==> config.mk <==
export PLATFORM = sky130hd
export DESIGN_NAME = alu_muldiv_iter
export DESIGN_NICKNAME = d
export VERILOG_FILES = /design/src/rtl/alu_muldiv_iter.sv
export SDC_FILE = /design/constraint.sdc
export NUM_CORES = 1
export LEC_CHECK = 0
export CAP_MARGIN = 10
export CORE_ASPECT_RATIO = 0.6
export CORE_MARGIN = 4
export CORE_UTILIZATION = 56
export CTS_CLUSTER_SIZE = 24
export DETAILED_ROUTE_END_ITERATION = 16
export PLACE_DENSITY = 0.83
export SYNTH_ARGS = -nofsm -noshare
export SYNTH_HDL_FRONTEND = slang
export SYNTH_SLANG_ARGS = --single-unit
==> constraint.sdc <==
create_clock -name clk -period 4.9 [get_ports clk]
set_input_delay 1.47 -clock clk [delete_from_list [all_inputs] [get_ports clk]]
set_output_delay 1.47 -clock clk [all_outputs]
set_load 0.005 [all_outputs]
==> src/rtl/alu_muldiv_iter.sv <==
// alu_muldiv_iter: iterative MULT/MULTU/DIV/DIVU unit feeding HI/LO.
// Shift-add multiply and restoring divide on a shared 2W accumulator,
// one iteration per clock, with start/ready/valid handshake and cancel.
//
// Ports:
//   clk          system clock (rising edge)
//   rst_n        synchronous active-low reset
//   start        request, taken only while ready=1 and cancel=0
//   op[1:0]      00 MULT, 01 MULTU, 10 DIV, 11 DIVU
//   x[W-1:0]     rs operand (multiplicand / dividend)
//   y[W-1:0]     rt operand (multiplier / divisor)
//   cancel       flush; aborts any operation in flight
//   ready        unit can accept start this cycle
//   result_valid one-cycle pulse when hi/lo have just been written
//   hi[W-1:0]    product upper half / remainder
//   lo[W-1:0]    product lower half / quotient
module alu_muldiv_iter #(
    parameter int W     = 32,
    parameter int CNT_W = $clog2(W) + 1
) (
    input  logic         clk,
    input  logic         rst_n,
    input  logic         start,
    input  logic [1:0]   op,
    input  logic [W-1:0] x,
    input  logic [W-1:0] y,
    input  logic         cancel,
    output logic         ready,
    output logic         result_valid,
    output logic [W-1:0] hi,
    output logic [W-1:0] lo
);

    localparam logic [1:0] S_IDLE = 2'd0;
    localparam logic [1:0] S_RUN  = 2'd1;
    localparam logic [1:0] S_FIX  = 2'd2;
    localparam logic [1:0] S_DONE = 2'd3;

    logic [1:0]     r_state;
    logic [CNT_W-1:0] r_cnt;
    logic           r_is_div;
    logic           r_qsign;
    logic           r_rsign;
    logic           r_yzero;
    logic [W-1:0]   r_a;
    logic [W-1:0]   r_b;
    logic [2*W-1:0] r_acc;
    logic [W-1:0]   r_hi;
    logic [W-1:0]   r_lo;

    logic           w_accept;
    logic           w_x_neg;
    logic           w_y_neg;
    logic [W-1:0]   w_x_mag;
    logic [W-1:0]   w_y_mag;
    logic [W:0]     w_mul_sum;
    logic [2*W-1:0] w_mul_next;
    logic [W:0]     w_shift;
    logic [W:0]     w_diff;
    logic [2*W-1:0] w_div_next;
    logic [2*W-1:0] w_prod;
    logic [W-1:0]   w_quo;
    logic [W-1:0]   w_rem;
    logic [W-1:0]   w_x_orig;

    assign ready        = (r_state == S_IDLE) || (r_state == S_DONE);
    assign result_valid = (r_state == S_DONE);
    assign hi           = r_hi;
    assign lo           = r_lo;

    assign w_accept = start && ready && !cancel;

    // op[0]=0 selects the signed variants
    assign w_x_neg = !op[0] && x[W-1];
    assign w_y_neg = !op[0] && y[W-1];
    assign w_x_mag = w_x_neg ? -x : x;
    assign w_y_mag = w_y_neg ? -y : y;

    // Multiply: multiplier sits in acc low half and is consumed LSB first
    assign w_mul_sum  = {1'b0, r_acc[2*W-1:W]}
                      + (r_acc[0] ? {1'b0, r_a} : '0);
    assign w_mul_next = {w_mul_sum, r_acc[W-1:1]};

    // Divide: acc = {remainder, dividend/quotient}; quotient bits enter at LSB
    assign w_shift    = r_acc[2*W-1:W-1];
    assign w_diff     = w_shift - {1'b0, r_b};
    assign w_div_next = w_diff[W]
                      ? {w_shift[W-1:0], r_acc[W-2:0], 1'b0}
                      : {w_diff[W-1:0],  r_acc[W-2:0], 1'b1};

    assign w_prod = r_qsign ? -r_acc : r_acc;
    assign w_quo  = r_qsign ? -r_acc[W-1:0] : r_acc[W-1:0];
    assign w_rem  = r_rsign ? -r_acc[2*W-1:W] : r_acc[2*W-1:W];
    // Rebuild the raw dividend from its magnitude for the y=0 case
    assign w_x_orig = r_rsign ? -r_a : r_a;

    always_ff @(posedge clk) begin
        if (!rst_n) begin
            r_state  <= S_IDLE;
            r_cnt    <= '0;
            r_is_div <= 1'b0;
            r_qsign  <= 1'b0;
            r_rsign  <= 1'b0;
            r_yzero  <= 1'b0;
            r_a      <= '0;
            r_b      <= '0;
            r_acc    <= '0;
            r_hi     <= '0;
            r_lo     <= '0;
        end else if (w_accept) begin
            r_state  <= S_RUN;
            r_cnt    <= '0;
            r_is_div <= op[1];
            r_qsign  <= w_x_neg ^ w_y_neg;
            r_rsign  <= w_x_neg;
            r_yzero  <= (y == '0);
            r_a      <= w_x_mag;
            r_b      <= w_y_mag;
            r_acc    <= op[1] ? {{W{1'b0}}, w_x_mag}
                              : {{W{1'b0}}, w_y_mag};
        end else begin
            case (r_state)
                S_RUN: begin
                    if (cancel) begin
                        r_state <= S_IDLE;
                    end else begin
                        r_acc <= r_is_div ? w_div_next : w_mul_next;
                        if (r_cnt == CNT_W'(W - 1)) begin
                            r_state <= S_FIX;
                        end else begin
                            r_cnt <= r_cnt + CNT_W'(1);
                        end
                    end
                end
                S_FIX: begin
                    if (cancel) begin
                        r_state <= S_IDLE;
                    end else begin
                        r_state <= S_DONE;
                        if (!r_is_div) begin
                            r_hi <= w_prod[2*W-1:W];
                            r_lo <= w_prod[W-1:0];
                        end else if (r_yzero) begin
                            r_hi <= w_x_orig;
                            r_lo <= '1;
                        end else begin
                            r_hi <= w_rem;
                            r_lo <= w_quo;
                        end
                    end
                end
                default: r_state <= S_IDLE;
            endcase
        end
    end

endmodule

==> flow_summary.toml, run 1 <==
[clocking]
cts_buffers = 21
cts_tree = "built"
clk_latency_ns = 0.52
cts.reportedPaths.clkPinSlew_ns = 0.06
cts_resized = 0
postCtsHoldBufs = 0
clock_sink_count = 204
cts_root_buf = "clkbuf_16"
clock_path_buffers = 3
h-tree-depth = 1
post_cts_buffers = 0

[status]
status = "finished clean"

[timing]
timing.setup.tns_ns = 0
clock_skew_ns = 0.0129
max-slew-margin-rel = 0.220
hold_viol_final = 0
slew_violations = 0
finalSetupViolCount = 0
max_freq_mhz = 233
tightest_slew_ns = 1.17
fin_crit_ns = 4.30
min_period_over_period = 0.877
rsz0062_at_grt = "false"
worst_slack_ns = 0.600

[final_layout]
final_cell_mix = "220 x nor2_1, 206 x nand2_1, 200 x dfxtp_1"
finalNonFillerCells = 2704
nets = 2436
area_growth_pct = 14.3
layout_commonest_cell = "nor2_1"
multi_input_area_um2 = 11600
seq_area_um2 = 4090
nFillCells = 2532
drive_above_1_share = 0.0630
final_core_util = 0.654

[global_routing]
antenna_found_initial = 2
grt_pass1_wl_um = 95300
grtUsageTotal = 0.366
grt_max_degree = 102
grt_pass1_vias = 16371
gr-total-overflow = 0

[die]
fp-row-count = 48
fp.dieH_um = 141
ios = 136
die_w_um = 230
initial_core_util = 0.572
dieArea_um2 = 32400
core_um2 = 28900

[placed_design]
gp_congestion = 1.05
dp.cells = 2668
place_ws_ns = 0.180
io_buffers = 135
hpwl_um = 47200

[power_and_ir_drop]
power_mw = 4.42
p_per_area_nw_per_um2 = 234
p_leak_nw = 7.14
ir_drop_v = 0.000188

[detailed_routing]
dr_total_vias = 18106
wl_um = 62300
drcViolationCount = 0
drt-initial-drc-count = 2724
wl_per_cell_um = 23.0
ant_nets = 0
firstDrtPassIters = 6
viasPerCell = 6.70

[critical_path]
worstPathArrival_ns = 4.73
cpPeakStageDelay_ns = 0.70
r2r_cells = 14
critical_path.max_fanout = 4
slowest_stage = "nor4_1"
startpoint_type = "primary input"
cp_data_required_time_ns = 5.33
critPathKind = "in -> reg"
crit_family = "simple AND/OR/NAND/NOR gates"
end_kind = "flip-flop"
cp_cell_sequence = "clkdlybuf4s50_1 -> or2_2 -> nor4_1 -> nand2_1 -> nor4_1 -> buf_4 -> nand2_1 -> o41ai_1 -> xor2_1 -> mux2_2 -> o22ai_1"
cp.depth = 11
path_buf_inv = 2

[yosys]
ys_ff_latch = 204
synth_xor_area_frac = 0.106
yosysSeqAreaShare = 0.247
async_flop_share = 0
synth_top_family_by_area = "compound AO/OA/AOI/OAI gates"
synthFlopType = "dfxtp_1"
synth.avg_cell_area_um2 = 7.41
syn_nets = 2378
ys_warn_count = 0
netlist_area_um2 = 16500
synthAdderAreaFrac = 0.0577
synth_edf_count = 0
synth_compound_area_frac = 0.283
synth_mux_area_frac = 0.0420
ys_types = 82
synth_cells = 2233
synth-simple-area-share = 0.211

[flow_run]
cap_violations = 0

[hold_path]
hold_path_depth = 2
hold_path_class = "reg -> reg"
-- cell families after synthesis --
family / Yosys count
AO/OA/AOI/OAI: 736
XOR/XNOR: 201
adder cells (fa/ha/maj): 75
AND/OR/NAND/NOR: 724
buffers and inverters: 227
flip-flops: 204
multiplexers: 66
-- stage by stage --
stage	area [um^2]	hold slack, ns
floorplan	16500	0.436
detailed placement	18200	0.437
CTS	18900	0.446
global placement	18200	0.433
global route	18900	0.487
finish	18900	0.446
-- Yosys cell counts, types with 17 or more instances --
master | count | area share
o31ai_1 | 34 | 0.015
nand2_1 | 206 | 0.047
nor3_1 | 38 | 0.012
nand3_1 | 34 | 0.010
nand4_1 | 19 | 0.0072
nor2_1 | 224 | 0.051
o211ai_1 | 43 | 0.020
and2_1 | 41 | 0.016
a21o_1 | 31 | 0.014
or4_1 | 17 | 0.0077
xor2_1 | 103 | 0.055
xnor2_1 | 98 | 0.052
a21oi_1 | 184 | 0.056
inv_1 | 71 | 0.016
nand2b_1 | 24 | 0.0091
a211oi_1 | 90 | 0.041
mux2_2 | 17 | 0.012
clkbuf_1 | 129 | 0.029
a31oi_1 | 21 | 0.0079
or3_1 | 30 | 0.011
o21ai_0 | 188 | 0.057
ha_1 | 73 | 0.055
nor4_1 | 26 | 0.0098
mux2i_1 | 48 | 0.029
dfxtp_1 | 204 | 0.25
-- layout make-up --
type | instances | share of cell area
antenna | 1 | 0.000132
clock buffer | 29 | 0.0320
clock inverter | 6 | 0.00338
timing repair buffer | 189 | 0.0933
sequential | 204 | 0.216
multi-input combinational | 1802 | 0.614
tap | 400 | 0.0265
inverter | 73 | 0.0146
-- worst paths after layout --
check / startpoint / to / slack [ns]
min reg2reg: hi[16]$_SDFFE_PN0P_ / hi[16]$_SDFFE_PN0P_ / 0.45
min: hi[16]$_SDFFE_PN0P_ / hi[16]$_SDFFE_PN0P_ / 0.45
max reg2reg: r_acc[31]$_SDFFE_PN0P_ / r_acc[53]$_SDFFE_PN0P_ / 0.65
max: x[2] / r_acc[29]$_SDFFE_PN0P_ / 0.60
-- power breakdown --
| part | switching [mW] | leakage [nW] | internal, mW |
|---|---|---|---|
| Combinational | 0.597 | 5.16 | 0.364 |
| Sequential | 0.0981 | 1.66 | 1.72 |
| Clock | 0.726 | 0.325 | 0.916 |
| Total | 1.42 | 7.14 | 3.00 |
-- registers in the layout (all words and copies together), names as in the netlist --
signal	cells
r_b	32
r_yzero	1
hi	32
r_cnt	6
lo	32
r_acc	64
r_qsign	1
r_is_div	1
r_rsign	1
r_a	32
r_state	2
-- per-layer routing --
metal | up-vias | GRT usage | wire (um)
li1 | 8233 | - | -
met1 | 8501 | 0.541 | 26800
met2 | 1227 | 0.512 | 24900
met3 | 143 | 0.118 | 8910
met4 | 2 | 0.0916 | 1690
met5 | - | 0 | 13
-- worst min-delay path, cell delays in order (launching register included) --
cell and delay (ns):
dfxtp_1 0.31, nand2_1 0.05, nand2_1 0.04
(Power assumes the default switching activity.)
==> inputs of run 2 (changes only) <==
- clock period: 4.9 -> 4.52 ns (I/O delays scaled with it)
==> run 2 against run 1 <==
Net effect:
- sequential power grew 8%
- critical path depth grew 4
- register-to-register slack got worse by 0.20 ns
- first-iteration DRC count is 2.1% lower
- combinational power rose by 8%
- largest cell class unchanged
- critical path type is now reg -> reg
- clock skew is 0.0073 ns higher
- via count hardly changed
- design area grew 0.30%
- global-route usage about the same
- routed wire length about the same
- core utilization up 0.19 points
- clock power up 11%
==> flow_summary.toml, run 2 (same netlist as run 1, synthesis figures left out) <==
[die]
core_um2 = 28900
ios = 136
die_w_um = 230
initial_core_util = 0.572
dieArea_um2 = 32400
fp.dieH_um = 141
fp-row-count = 48

[power_and_ir_drop]
p_per_area_nw_per_um2 = 255
pwr-share-comb = 0.216
power_mw = 4.83
swShare = 0.316
p_leak_nw = 7.19
seq_power_share = 0.407
p_int_mw = 3.30
p_clk_frac = 0.376
p_sw_mw = 1.53
ir_drop_v = 0.000213

[timing]
tightest_slew_ns = 1.17
hold_viol_final = 0
max_freq_mhz = 246
finalSetupViolCount = 0
max-slew-margin-rel = 0.216
slew_violations = 0
worst_slack_ns = 0.452
min_period_over_period = 0.900
timing.setup.tns_ns = 0
rsz0062_at_grt = "false"
fin_crit_ns = 4.07
clock_skew_ns = 0.0202

[critical_path]
slowest_stage = "dfxtp_1"
startpoint_type = "flip-flop"
cp_data_required_time_ns = 4.89
cpMostUsedCell = "buf_4"
r2r-end = "r_acc[55]$_SDFFE_PN0P_"
crit_family = "compound AO/OA/AOI/OAI gates"
path_buf_inv = 4
regToRegStartpoint = "r_acc[31]$_SDFFE_PN0P_"
cpPeakStageDelay_ns = 0.40
r2r_cells = 15
critical_path.max_fanout = 10
worstPathArrival_ns = 4.43
ff2ff_setup_slack_ns = 0.45
end_kind = "flip-flop"
critPathKind = "reg -> reg"
cp_cell_sequence = "inv_1 -> ha_1 -> fa_1 -> nand2b_1 -> a21oi_1 -> buf_4 -> o211ai_1 -> a31o_2 -> a21oi_1 -> nor3_1 -> nor2_2 -> buf_4 -> buf_4 -> mux2i_1 -> o221ai_1"

[clocking]
cts_buffers = 21
postCtsHoldBufs = 0
h-tree-depth = 1
clock_sink_count = 204
cts_root_buf = "clkbuf_16"
clock_path_buffers = 3
clk_latency_ns = 0.52
cts_resized = 0
post_cts_buffers = 0
cts_tree = "built"
cts.reportedPaths.clkPinSlew_ns = 0.07

[hold_path]
min_to = "hi[6]$_SDFFE_PN0P_"
hold_path_class = "reg -> reg"
hold_path_depth = 2
worstHoldStart = "hi[6]$_SDFFE_PN0P_"

[detailed_routing]
ant_nets = 0
firstDrtPassIters = 6
wl_um = 62300
drt-initial-drc-count = 2666
drcViolationCount = 0
dr_total_vias = 18109
wl_per_cell_um = 23.0
viasPerCell = 6.69

[final_layout]
area_growth_pct = 14.7
layout_commonest_cell = "nor2_1"
finalNonFillerCells = 2708
largest_reg_flops = 64
final_cell_mix = "220 x nor2_1, 206 x nand2_1, 200 x dfxtp_1"
nets = 2440
top_register = "r_acc"
nFillCells = 2547
drive_above_1_share = 0.0642

[global_routing]
antenna_found_initial = 2
grtUsageTotal = 0.367
grt_pass1_wl_um = 95300
grt_max_degree = 85
gr-total-overflow = 0
grt_pass1_vias = 16540

[placed_design]
place_ws_ns = 0.206
gp_congestion = 1.02
io_buffers = 135
dp.cells = 2672
hpwl_um = 47300

[status]
status = "finished clean"

[flow_run]
cap_violations = 0
[run 2: worst max path at each step]
| stage | from | end | slack [ns] | cells past startpoint |
|---|---|---|---|---|
| after floorplan | x[3] | r_acc[29]$_SDFFE_PN0P_ | 0.96 | 9 |
| after global placement | y[16] | r_acc[30]$_SDFFE_PN0P_ | 0.28 | 11 |
| after detailed placement | y[16] | r_acc[30]$_SDFFE_PN0P_ | 0.21 | 11 |
| after CTS | r_acc[31]$_SDFFE_PN0P_ | r_acc[55]$_SDFFE_PN0P_ | 0.54 | 15 |
| after global routing | r_acc[31]$_SDFFE_PN0P_ | r_acc[53]$_SDFFE_PN0P_ | 0.22 | 15 |
| final | r_acc[31]$_SDFFE_PN0P_ | r_acc[55]$_SDFFE_PN0P_ | 0.45 | 15 |
[run 2: metrics by stage]
stage	instance area (um^2)	hold slack [ns]	utilization
after floorplan	16500	0.436	-
after global placement	18300	0.435	0.633
after detailed placement	18300	0.441	0.633
after CTS	19000	0.452	0.656
after global routing	19000	0.468	0.656
final	19000	0.449	0.656
[run 2: cell type report]
cell class	count	area, um^2	share of cell area
tap	400	500	0.0264
clock inverter	5	75.1	0.00396
sequential	204	4090	0.216
antenna	2	5.00	0.000264
multi-input combinational	1802	11600	0.612
inverter	73	275	0.0145
clock buffer	29	606	0.0319
timing repair buffer	193	1810	0.0953
[run 2: metal layers]
metal / GRT usage / vias up / wire length (um)
li1: - / 8234 / -
met1: 0.540 / 8584 / 27300
met2: 0.515 / 1149 / 24800
met5: 0 / - / 0
met3: 0.106 / 142 / 8260
met4: 0.107 / 0 / 1960
[run 2: power groups by stage]
stage          Sequential [mW]  Clock, mW  Combinational (mW)
6_report                  1.97       1.82                1.04
5_1_grt                   1.97       1.88                1.12
4_1_cts                   1.96       1.80                1.01
3_5_place_dp              2.00          0                1.00
3_3_place_gp              2.00          0               0.979
2_1_floorplan             1.95          0               0.679
[run 2: worst min-delay path: cells and delay by family, from the launching register on]
kind	cells	cell delay, ns
AO/OA/AOI/OAI	1	0.05
flip-flops	1	0.32
AND/OR/NAND/NOR	1	0.04
